## config.mk

```make
export PLATFORM = sky130hd
export DESIGN_NAME = dds_wave_gen
export DESIGN_NICKNAME = d
export VERILOG_FILES = /design/src/rtl/dds_pkg.sv /design/src/rtl/dds_phase_acc.sv /design/src/rtl/dds_wave_gen.sv
export SDC_FILE = /design/constraint.sdc
export NUM_CORES = 1
export LEC_CHECK = 0
export ABC_CLOCK_PERIOD_IN_PS = 1760
export CAP_MARGIN = 15
export CORE_MARGIN = 10
export CORE_UTILIZATION = 33
export DETAILED_ROUTE_END_ITERATION = 16
export GPL_TIMING_DRIVEN = 0
export HOLD_SLACK_MARGIN = 0.03
export PLACE_DENSITY_LB_ADDON = 0.05
export SYNTH_ARGS = -nofsm -noshare
export SYNTH_HDL_FRONTEND = slang
export SYNTH_SLANG_ARGS = --single-unit
```

## constraint.sdc

```tcl
create_clock -name sys_clk -period 1.76 [get_ports sys_clk]
set_clock_uncertainty 0.1 [all_clocks]
set_input_delay 0.528 -clock sys_clk [delete_from_list [all_inputs] [get_ports sys_clk]]
set_output_delay 0.528 -clock sys_clk [all_outputs]
set_load 0.02 [all_outputs]
```

## src/rtl/dds_pkg.sv

```systemverilog
// Shared constants, widths and types for the DDS waveform generator.
package dds_pkg;

    localparam int ACC_W  = 32;
    localparam int IDX_W  = 12;
    localparam int ADDR_W = 14;

    localparam logic [1:0] SINE     = 2'd0;
    localparam logic [1:0] SQUARE   = 2'd1;
    localparam logic [1:0] TRIANGLE = 2'd2;
    localparam logic [1:0] SAW      = 2'd3;

    typedef enum logic {
        RUN  = 1'b0,
        PEND = 1'b1
    } sw_state_t;

    typedef struct packed {
        logic       valid;
        logic [1:0] code;
    } wave_req_t;

    // Only a strictly one-hot request is meaningful; anything else is flagged invalid.
    function automatic wave_req_t decode_sel(input logic [3:0] sel);
        wave_req_t r;
        r.valid = 1'b1;
        r.code  = SINE;
        case (sel)
            4'b0001: r.code  = SINE;
            4'b0010: r.code  = SQUARE;
            4'b0100: r.code  = TRIANGLE;
            4'b1000: r.code  = SAW;
            default: r.valid = 1'b0;
        endcase
        return r;
    endfunction

endpackage

```

## src/rtl/dds_phase_acc.sv

```systemverilog
// Free-running phase accumulator with overflow pulse and offset table index.
module dds_phase_acc
    import dds_pkg::*;
#(
    parameter logic [ACC_W-1:0] FREQ_CTRL  = 32'd42949,
    parameter logic [IDX_W-1:0] PHASE_CTRL = 12'd1024
) (
    input  logic             i_clk,
    input  logic             i_rst_n,
    output logic [IDX_W-1:0] o_index,
    output logic             o_phase_wrap
);

    logic [ACC_W-1:0] r_acc;
    logic [IDX_W-1:0] r_index;
    logic             r_phase_wrap;
    logic [ACC_W:0]   w_sum;

    assign w_sum = {1'b0, r_acc} + {1'b0, FREQ_CTRL};

    // The index is taken from the accumulator value before this edge's add,
    // so it trails acc by one cycle.
    always_ff @(posedge i_clk or negedge i_rst_n) begin
        if (!i_rst_n) begin
            r_acc        <= '0;
            r_index      <= '0;
            r_phase_wrap <= 1'b0;
        end else begin
            r_acc        <= w_sum[ACC_W-1:0];
            r_phase_wrap <= w_sum[ACC_W];
            r_index      <= r_acc[ACC_W-1 -: IDX_W] + PHASE_CTRL;
        end
    end

    assign o_index      = r_index;
    assign o_phase_wrap = r_phase_wrap;

endmodule

```

## src/rtl/dds_wave_gen.sv

```systemverilog
// DDS waveform ROM addresser. Define DDS_SYNC_SWITCH_EN to defer waveform
// changes to the next phase wrap; otherwise changes apply on the next clock.
module dds_wave_gen
    import dds_pkg::*;
#(
    parameter logic [ACC_W-1:0] FREQ_CTRL  = 32'd42949,
    parameter logic [IDX_W-1:0] PHASE_CTRL = 12'd1024
) (
    input  logic              sys_clk,
    input  logic              sys_rst_n,
    input  logic [3:0]        wave_sel,
    output logic [ADDR_W-1:0] rom_addr,
    output logic [1:0]        wave_id,
    output logic              phase_wrap,
    output logic              switch_pend
);

    logic [IDX_W-1:0] w_index;
    logic             w_phase_wrap;
    wave_req_t        w_req;
    logic [1:0]       r_wave_id;

    dds_phase_acc #(
        .FREQ_CTRL  (FREQ_CTRL),
        .PHASE_CTRL (PHASE_CTRL)
    ) u_phase_acc (
        .i_clk        (sys_clk),
        .i_rst_n      (sys_rst_n),
        .o_index      (w_index),
        .o_phase_wrap (w_phase_wrap)
    );

    assign w_req = decode_sel(wave_sel);

`ifdef DDS_SYNC_SWITCH_EN
    sw_state_t  r_state;
    logic [1:0] r_pend_id;

    // A wrap always wins over a same-cycle request; that request is re-seen in RUN.
    always_ff @(posedge sys_clk or negedge sys_rst_n) begin
        if (!sys_rst_n) begin
            r_state   <= RUN;
            r_wave_id <= SINE;
            r_pend_id <= SINE;
        end else begin
            case (r_state)
                RUN: begin
                    if (w_req.valid && (w_req.code != r_wave_id)) begin
                        r_pend_id <= w_req.code;
                        r_state   <= PEND;
                    end
                end
                PEND: begin
                    if (w_phase_wrap) begin
                        r_wave_id <= r_pend_id;
                        r_state   <= RUN;
                    end else if (w_req.valid) begin
                        if (w_req.code == r_wave_id) begin
                            r_state <= RUN;
                        end else begin
                            r_pend_id <= w_req.code;
                        end
                    end
                end
            endcase
        end
    end

    assign switch_pend = (r_state == PEND);
`else
    always_ff @(posedge sys_clk or negedge sys_rst_n) begin
        if (!sys_rst_n) begin
            r_wave_id <= SINE;
        end else if (w_req.valid) begin
            r_wave_id <= w_req.code;
        end
    end

    assign switch_pend = 1'b0;
`endif

    assign rom_addr   = {r_wave_id, w_index};
    assign wave_id    = r_wave_id;
    assign phase_wrap = w_phase_wrap;

endmodule

```

# Word level (Yosys, flattened, before mapping)

Cells that the tools add are included.

Memory bits (writable): 0
Output and inout bits: 18
ROM bits: 0
Latch bits: 0
Memories: 0
Word-level logic and storage cells: 13
Flip-flop bits (word level): 47

Muxes and demuxes: 2
Shift-type cells: 0
Order comparisons: 0
Reductions and logical operators: 1
Divide/modulo/power cells: 0
Add/subtract/negate cells: 2
Equality and inequality tests: 4
Bitwise operators: 0
Multipliers: 0

Operator list:

| operator                 | count |
|---|---|
| $add A32 B16 Y33 const B | 1 |
| $add A12 B11 Y12 const B | 1 |
| $pmux W2 S3              | 1 |
| $eq A4 B1 Y1 const B     | 1 |
| $eq A4 B2 Y1 const B     | 1 |
| $eq A4 B3 Y1 const B     | 1 |
| $eq A4 B4 Y1 const B     | 1 |
| $reduce_or A4 Y1         | 1 |
| $mux W1                  | 1 |

# Depth between registers and ports, before layout

Gate-level depths: netlist of the first run.

Word-level depth: 3
Depth in mapped cells: 6
Depth with buffers taken out: 6

# Cells and area by module

From an unflattened synthesis of the first run, not the netlist that was laid out.

Cell total of the unflattened synthesis: 151
Area, all modules: 1,940.6 µm²

By module, submodules not included:

| module        | area an instance (µm²) | seq. area each (µm²) | instances | cells an instance |
|---|---|---|---|---|
| dds_phase_acc | 1,783.0                | 1,126.1              | 1         | 134 |
| dds_wave_gen  | 157.7                  | 50.0                 | 1         | 17 |

# Least setup slack after synthesis of the first run

Ideal clock, no wire load.

Path kind: register to register
Start: register u_phase_acc.r_acc[8]
End: register u_phase_acc.r_acc[31]
Stages on the path, launching flop included: 6
Setup time: 0.130 ns
Arrival time: 1.632 ns
Setup slack: -0.102 ns
Cell sequence: dfrtp_1 -> or4_4 -> a211oi_4 -> a2111o_1 -> a211oi_2 -> xor2_1

Cells in the longest elaborated chain, start to end: 1

RTL lines:

| what                            | RTL line            | source |
|---|---|---|
| start: declaration              | dds_phase_acc.sv:14 | `logic [ACC_W-1:0] r_acc;` |
| start signal: assignment        | dds_phase_acc.sv:29 | `r_acc <= w_sum[ACC_W-1:0];` |
| $add A32 B16 Y33                | dds_phase_acc.sv:19 | `assign w_sum = {1'b0, r_acc} + {1'b0, FREQ_CTRL};` |
| named net u_phase_acc.w_sum[31] | dds_phase_acc.sv:17 | `logic [ACC_W:0] w_sum;` |

The timed path passes the listed nets, and every way through them passes these cells.
A chain may end at the register's enable or synchronous reset.

# Worst setup path in the final report of the first run

Start: register u_phase_acc.r_acc[9]
End: register u_phase_acc.r_acc[29]

Same word-level chain as after synthesis.

==> impl_metrics.tcl, run 1 <==
set metrics [dict create \
    outcome "complete, but fails checks" \
    violations "setup timing" \
    area_growth_syn_to_layout_pct 28.2 \
    regToRegStartpoint "u_phase_acc.r_acc[9]$_DFF_PN0_" \
    fmaxAchievable_mhz 527 \
    drive_gt1_frac 0.203 \
    synth-main-ff-cell "sky130_fd_sc_hd__dfrtp_1" \
    clock_tree_from_tritoncts "yes" \
    dp_slack_ns -0.349 \
    largest_cells_by_area_after_synthesis "sky130_fd_sc_hd__dfrtp_1 60%, sky130_fd_sc_hd__xnor2_1 8.9%, sky130_fd_sc_hd__xor2_1 4.0%" \
    setup.worst_path.end_class "register" \
    globalRoute.totalOverflow 0 \
    layout_setup_ws_ns -0.138 \
    drt-wirelength-per-cell_um 12.9 \
    min_path_type "in2async" \
    mostFrequentLayoutCell "sky130_fd_sc_hd__dfrtp_1" \
    worstPathRequired_ns 1.88 \
    area.sequential_um2 1180 \
    clock_path_buffers 2 \
    boundaryPins 24 \
    synth_async_sr_flop_share 1.00 \
    initial_core_util 0.336 \
    yosys_warn_count 0 \
    post_synth_inst_count 161 \
    post_layout_nonfiller_instances 277 \
    critical_path_class "reg2reg" \
    syn-num-nets 169 \
    clkSlewWorstSetupHoldPaths_ns 0.09 \
    period_share 1.08 \
    antenna_cells_inserted 0 \
    initial_antenna_violation_count 0 \
    groute.usage.overall 0.0794 \
    worstSkewPairLatency_ns 0.30 \
    dr_iter_0_viols 34 \
    setup-violations-final 18 \
    synth.avg_cell_area_um2 12.2 \
    hold_viol_final 0 \
    wl_um 3560 \
    finish.net_count 209 \
    worst-slew-pin-transition_ns 0.555 \
    tritoncts_num_sinks 47 \
    final_antenna_net_count 0 \
    first_pass_grt_wire_length_um 6290 \
    worstReg2RegEnd "u_phase_acc.r_acc[29]$_DFF_PN0_" \
    synth-seq-cells 47 \
    worst_hold_margin_ns 0.0509 \
    yosys.area.top_type_share 0.599 \
    placeableCoreArea_um2 5850 \
    die_h_um 97.2 \
    placement.io_buffers 22 \
    cts_inserted_buffers 5 \
    rsz0062_at_grt "yes" \
    row_count 28 \
    timing.final.max_slew_violations 0 \
    vias 1280 \
    clock_tree.htree_level_count 2 \
    mostFrequentLayoutCells "47 x sky130_fd_sc_hd__dfrtp_1, 19 x sky130_fd_sc_hd__xnor2_1, 17 x sky130_fd_sc_hd__nand2_1, 14 x sky130_fd_sc_hd__buf_4, 14 x sky130_fd_sc_hd__dlygate4sd2_1" \
    synthDistinctLibCells 36 \
    cap_violations 0 \
    startpoint_type "register" \
    dpl_hpwl_um 2540 \
    root_buffer_cell "sky130_fd_sc_hd__clkbuf_8" \
    rrSetupSlack_ns -0.14 \
    top_cell_type_by_total_area_after_synthesis "sky130_fd_sc_hd__dfrtp_1" \
    drt_pre_antenna_iters 4 \
    drc 0 \
    design.die.area_um2 9440 \
    layout_min_cycle_time_ns 1.90 \
    arrival_ns 2.02 \
    multi_input_area_um2 833 \
    synth_enable_flop_cells 0 \
    routabilityCongestion 0.744 \
    vdd_ir_drop_max_v 0.000383 \
    synth-seq-area-share 0.599 \
    relative_max_transition_margin 0.630 \
    grt_pass1_vias 1310 \
    worst-path-max-fanout 7 \
    numPlacedInstances 259 \
    fin_util 0.430 \
    grt_max_degree 32 \
    fp.dieW_um 97.2 \
    r2r.worst_path.cells 6 \
    syn-cell-area_um2 1960 \
    power_per_cell_area_nw_per_um2 733 \
    fillers 544 \
    leakagePower_nw 1.16 \
    hold_buffers 0 \
    via_per_inst 4.62 \
]
worst max-delay path, stage by stage (launching register included):
cell and delay [ns]:
sky130_fd_sc_hd__dfrtp_1 0.39, sky130_fd_sc_hd__or4_4 0.58, sky130_fd_sc_hd__a211oi_4 0.24, sky130_fd_sc_hd__buf_4 0.18, sky130_fd_sc_hd__a21oi_4 0.08, sky130_fd_sc_hd__nand4_1 0.14
sky130_fd_sc_hd__xnor2_1 0.12
sequential cells by signal, indices dropped and copies added (netlist names):
signal and count:
u_phase_acc.o_index 12, wave_id 2, u_phase_acc.o_phase_wrap 1, u_phase_acc.r_acc 32
timing repair:
item	in CTS	in global routing
cloned	0	0
gates resized for setup	31	9
setup endpoints to repair	37	24
buffers inserted	8	5
pin swaps	8	21
final cells by class:
cell class,count,area share
Buffer,3,0.00894
Clock buffer,6,0.0288
Clock inverter,2,0.00497
Inverter,3,0.00447
Multi-Input combinational cell,107,0.331
Sequential cell,47,0.467
Tap cell,75,0.0373
Timing Repair Buffer,34,0.118
how the worst max path moves through the flow:
| stage | to | start | slack (ns) | cells past startpoint |
|---|---|---|---|---|
| after floorplan | u_phase_acc.r_acc[31]$_DFF_PN0_ | u_phase_acc.r_acc[9]$_DFF_PN0_ | -0.04 | 5 |
| after global placement | u_phase_acc.r_acc[17]$_DFF_PN0_ | sys_rst_n | -1.19 | 1 |
| after detailed placement | u_phase_acc.r_acc[22]$_DFF_PN0_ | u_phase_acc.r_acc[0]$_DFF_PN0_ | -0.35 | 6 |
| after CTS | u_phase_acc.r_acc[31]$_DFF_PN0_ | u_phase_acc.r_acc[8]$_DFF_PN0_ | -0.19 | 5 |
| after global routing | u_phase_acc.r_acc[29]$_DFF_PN0_ | u_phase_acc.r_acc[9]$_DFF_PN0_ | -0.23 | 6 |
| final | u_phase_acc.r_acc[29]$_DFF_PN0_ | u_phase_acc.r_acc[9]$_DFF_PN0_ | -0.14 | 6 |
cells by family (layout without fill, tap and decap cells):
kind of cell,Yosys count,count (layout),synth area share
adders and majority gates,2,2,0.0127
DFF,47,47,0.599
other,1,1,0.00191
and+or+nand+nor,51,51,0.138
AOI/OAI and AO/OA,24,24,0.100
buffers and inverters,7,48,0.0191
xor gates and xnor gates,29,29,0.129
layer usage:
| metal | wire [um] | track usage | up-vias |
|---|---|---|---|
| met5 | 0 | 0 | - |
| met4 | 79 | 0.0306 | 0 |
| met3 | 233 | 0.0299 | 11 |
| met2 | 1610 | 0.121 | 27 |
| met1 | 1640 | 0.0987 | 612 |
| li1 | - | - | 630 |
report_power, final:
group | total, mW | internal, mW | switching [mW]
logic | 0.123 | 0.0565 | 0.0660
clock network | 0.629 | 0.278 | 0.351
registers | 1.09 | 1.09 | 0.00848
cell usage after synthesis (2+ instances only):
| cell | count |
|---|---|
| sky130_fd_sc_hd__o211ai_1 | 2 |
| sky130_fd_sc_hd__nand2_1 | 17 |
| sky130_fd_sc_hd__xnor2_1 | 20 |
| sky130_fd_sc_hd__nand2b_1 | 2 |
| sky130_fd_sc_hd__nand3_1 | 4 |
| sky130_fd_sc_hd__buf_4 | 3 |
| sky130_fd_sc_hd__o21ai_0 | 3 |
| sky130_fd_sc_hd__dfrtp_1 | 47 |
| sky130_fd_sc_hd__and3_1 | 7 |
| sky130_fd_sc_hd__ha_1 | 2 |
| sky130_fd_sc_hd__a211oi_2 | 2 |
| sky130_fd_sc_hd__a21o_1 | 2 |
| sky130_fd_sc_hd__inv_1 | 3 |
| sky130_fd_sc_hd__a21oi_1 | 5 |
| sky130_fd_sc_hd__xor2_1 | 9 |
| sky130_fd_sc_hd__a21oi_2 | 2 |
| sky130_fd_sc_hd__and2_1 | 2 |
| sky130_fd_sc_hd__nand4_1 | 6 |
| sky130_fd_sc_hd__nor2_1 | 6 |
through the flow:
stage | setup TNS (ns) | instance area (um^2) | total power, mW
2_1_floorplan | -0.0687 | 1960 | 1.17
3_3_place_gp | -59.41 | 2280 | 1.23
3_5_place_dp | -3.87 | 2290 | 1.24
4_1_cts | -2.47 | 2470 | 1.88
5_1_grt | -3.57 | 2520 | 1.93
6_report | -1.79 | 2520 | 1.85
Note: power is estimated with default switching activity, not from simulation.
==> inputs of run 2 (changes only) <==
- ABC_CLOCK_PERIOD_IN_PS: 1760 -> 2200
- clock period: 1.76 -> 2.2 ns (I/O delays scaled with it)
==> run 2 against run 1 <==
- the run now ends clean
- global-route usage decreased by 0.25 points
- hold slack improved by 0.13 ns
- power decreased by 13%
- critical path type is now reg2out
- highest routed layer unchanged
==> impl_metrics.tcl, run 2 (same netlist as run 1, synthesis figures left out) <==
set metrics [dict create \
    critical_path.cell_chain "clkdlybuf4s50_1" \
    initial_core_util 0.336 \
    power_per_cell_area_nw_per_um2 658 \
    critical_path_class "reg2out" \
    vdd_ir_drop_max_v 0.000384 \
    hold_buffers 0 \
    hold_viol_final 0 \
    critical_path.slowest_cell "sky130_fd_sc_hd__clkdlybuf4s50_1" \
    cap_violations 0 \
    drc 0 \
    clock_path_buffers 2 \
    first_pass_grt_wire_length_um 5980 \
    clkSlewWorstSetupHoldPaths_ns 0.09 \
    setup.worst_path.end_class "output port" \
    groute.usage.overall 0.0769 \
    power.combinational.fraction 0.059 \
    root_buffer_cell "sky130_fd_sc_hd__clkbuf_8" \
    clock_tree.htree_level_count 2 \
    wl_um 3440 \
    placeableCoreArea_um2 5850 \
    leakagePower_nw 1.06 \
    period_share 0.952 \
    drt-wirelength-per-cell_um 12.9 \
    tritoncts_num_sinks 47 \
    row_count 28 \
    finish.net_count 199 \
    dpl_hpwl_um 2570 \
    final_antenna_net_count 0 \
    design.die.area_um2 9440 \
    mostFrequentLayoutCells "47 x sky130_fd_sc_hd__dfrtp_1, 20 x sky130_fd_sc_hd__xnor2_1, 19 x sky130_fd_sc_hd__clkdlybuf4s50_1, 17 x sky130_fd_sc_hd__nand2_1, 9 x sky130_fd_sc_hd__xor2_1" \
    outcome "finished clean" \
    fmaxAchievable_mhz 477 \
    arrival_ns 1.34 \
    clockPowerShare 0.392 \
    layout_setup_ws_ns 0.105 \
    placement.io_buffers 22 \
    grt_max_degree 33 \
    numPlacedInstances 259 \
    mostFrequentLayoutCell "sky130_fd_sc_hd__dfrtp_1" \
    worst_hold_margin_ns 0.181 \
    via_per_inst 4.55 \
    routabilityCongestion 0.722 \
    setup_tns_ns 0 \
    fin_total_pwr_mw 1.60 \
    critical_path_buf_inv_count 1 \
    post_layout_nonfiller_instances 267 \
    worstPathRequired_ns 1.44 \
    rsz0062_at_grt "no" \
    dp_slack_ns 0.0868 \
    timing.final.max_slew_violations 0 \
    startpoint_type "register" \
    switching_share 0.216 \
    setup-violations-final 0 \
    power.internal_mw 1.25 \
    boundaryPins 24 \
    number_of_flip_flops_in_the_largest_register 32 \
    area_growth_syn_to_layout_pct 23.6 \
    globalRoute.totalOverflow 0 \
    die_h_um 97.2 \
    power.switching_mw 0.346 \
    clock_tree_from_tritoncts "yes" \
    dr_iter_0_viols 38 \
    min_path_type "in2async" \
    worstSkewPairLatency_ns 0.30 \
    power_frac_seq 0.549 \
    cts_inserted_buffers 5 \
    initial_antenna_violation_count 0 \
    layout_min_cycle_time_ns 2.10 \
    r2r.worst_path.cells 5 \
    drt_pre_antenna_iters 4 \
    largest_register_by_flop_count "u_phase_acc.r_acc" \
    worst-path-max-fanout 5 \
    critPathTopFamily "buffers and inverters" \
    path_depth 1 \
    antenna_cells_inserted 0 \
    drive_gt1_frac 0.115 \
    grt_pass1_vias 1254 \
    slowest_delay_ns 0.63 \
    fp.dieW_um 97.2 \
    vias 1216 \
]
==> run 2: cell type report <==
cell class / instances / area (um^2)
tap: 75 / 93.8
clock buffer: 5 / 68.8
fill: 569 / 3420
buffer: 4 / 26.3
multi-input combinational: 107 / 771
sequential: 47 / 1180
timing repair buffer: 23 / 236
clock inverter: 3 / 43.8
inverter: 3 / 11.3
==> run 2: layer usage <==
metal	routed length, um	GRT usage
met2	1550	0.115
met3	245	0.0313
met4	68	0.0409
met5	0	0
met1	1580	0.0923
==> run 2: worst reg2reg max path, cell delays in order (launching register included) <==
cell and delay, ns:
sky130_fd_sc_hd__dfrtp_1 0.41, sky130_fd_sc_hd__or4_4 0.59, sky130_fd_sc_hd__a211oi_4 0.35, sky130_fd_sc_hd__a2111o_1 0.24, sky130_fd_sc_hd__a211oi_2 0.08, sky130_fd_sc_hd__xor2_1 0.14
==> run 2: repair_timing <==
action / 4_1_cts / 5_1_grt
resized for setup: 1 / 4
buffers inserted: 0 / 0
gates cloned: 0 / 0
setup endpoints to repair: 1 / 9
==> run 2: final timing paths <==
path	slack, ns	start	endpoint
setup / recovery	0.10	wave_id[0]$_DFFE_PN0P_	rom_addr[12]
hold / removal	0.18	sys_rst_n	u_phase_acc.r_acc[1]$_DFF_PN0_
setup reg to reg	0.17	u_phase_acc.r_acc[8]$_DFF_PN0_	u_phase_acc.r_acc[31]$_DFF_PN0_
hold reg to reg	0.33	u_phase_acc.r_acc[26]$_DFF_PN0_	u_phase_acc.o_index[6]$_DFF_PN0_
max in group asynchronous	1.33	sys_rst_n	u_phase_acc.r_acc[31]$_DFF_PN0_
min in group sys_clk	0.33	u_phase_acc.r_acc[26]$_DFF_PN0_	u_phase_acc.o_index[6]$_DFF_PN0_
==> run 2: stage by stage <==
| step | instance area [um^2] | utilization |
|---|---|---|
| global route | 2430 | 0.415 |
| global placement | 2280 | 0.389 |
| CTS | 2400 | 0.411 |
| floorplan | 1960 | - |
| finish | 2430 | 0.415 |
| detailed placement | 2290 | 0.392 |
==> run 2: power by group through the flow <==
stage	registers (mW)	clock network (mW)	logic (mW)
after floorplan	0.900	0	0.0327
after global placement	0.893	0	0.0951
after detailed placement	0.894	0	0.100
after CTS	0.877	0.653	0.0987
after global routing	0.878	0.691	0.105
final	0.877	0.626	0.0948
==> inputs of run 3 (changes only) <==
- CTS_CLUSTER_SIZE: not set -> 14
==> results of run 3 <==
Final layout, timing and power as in run 2 (identical DEF).
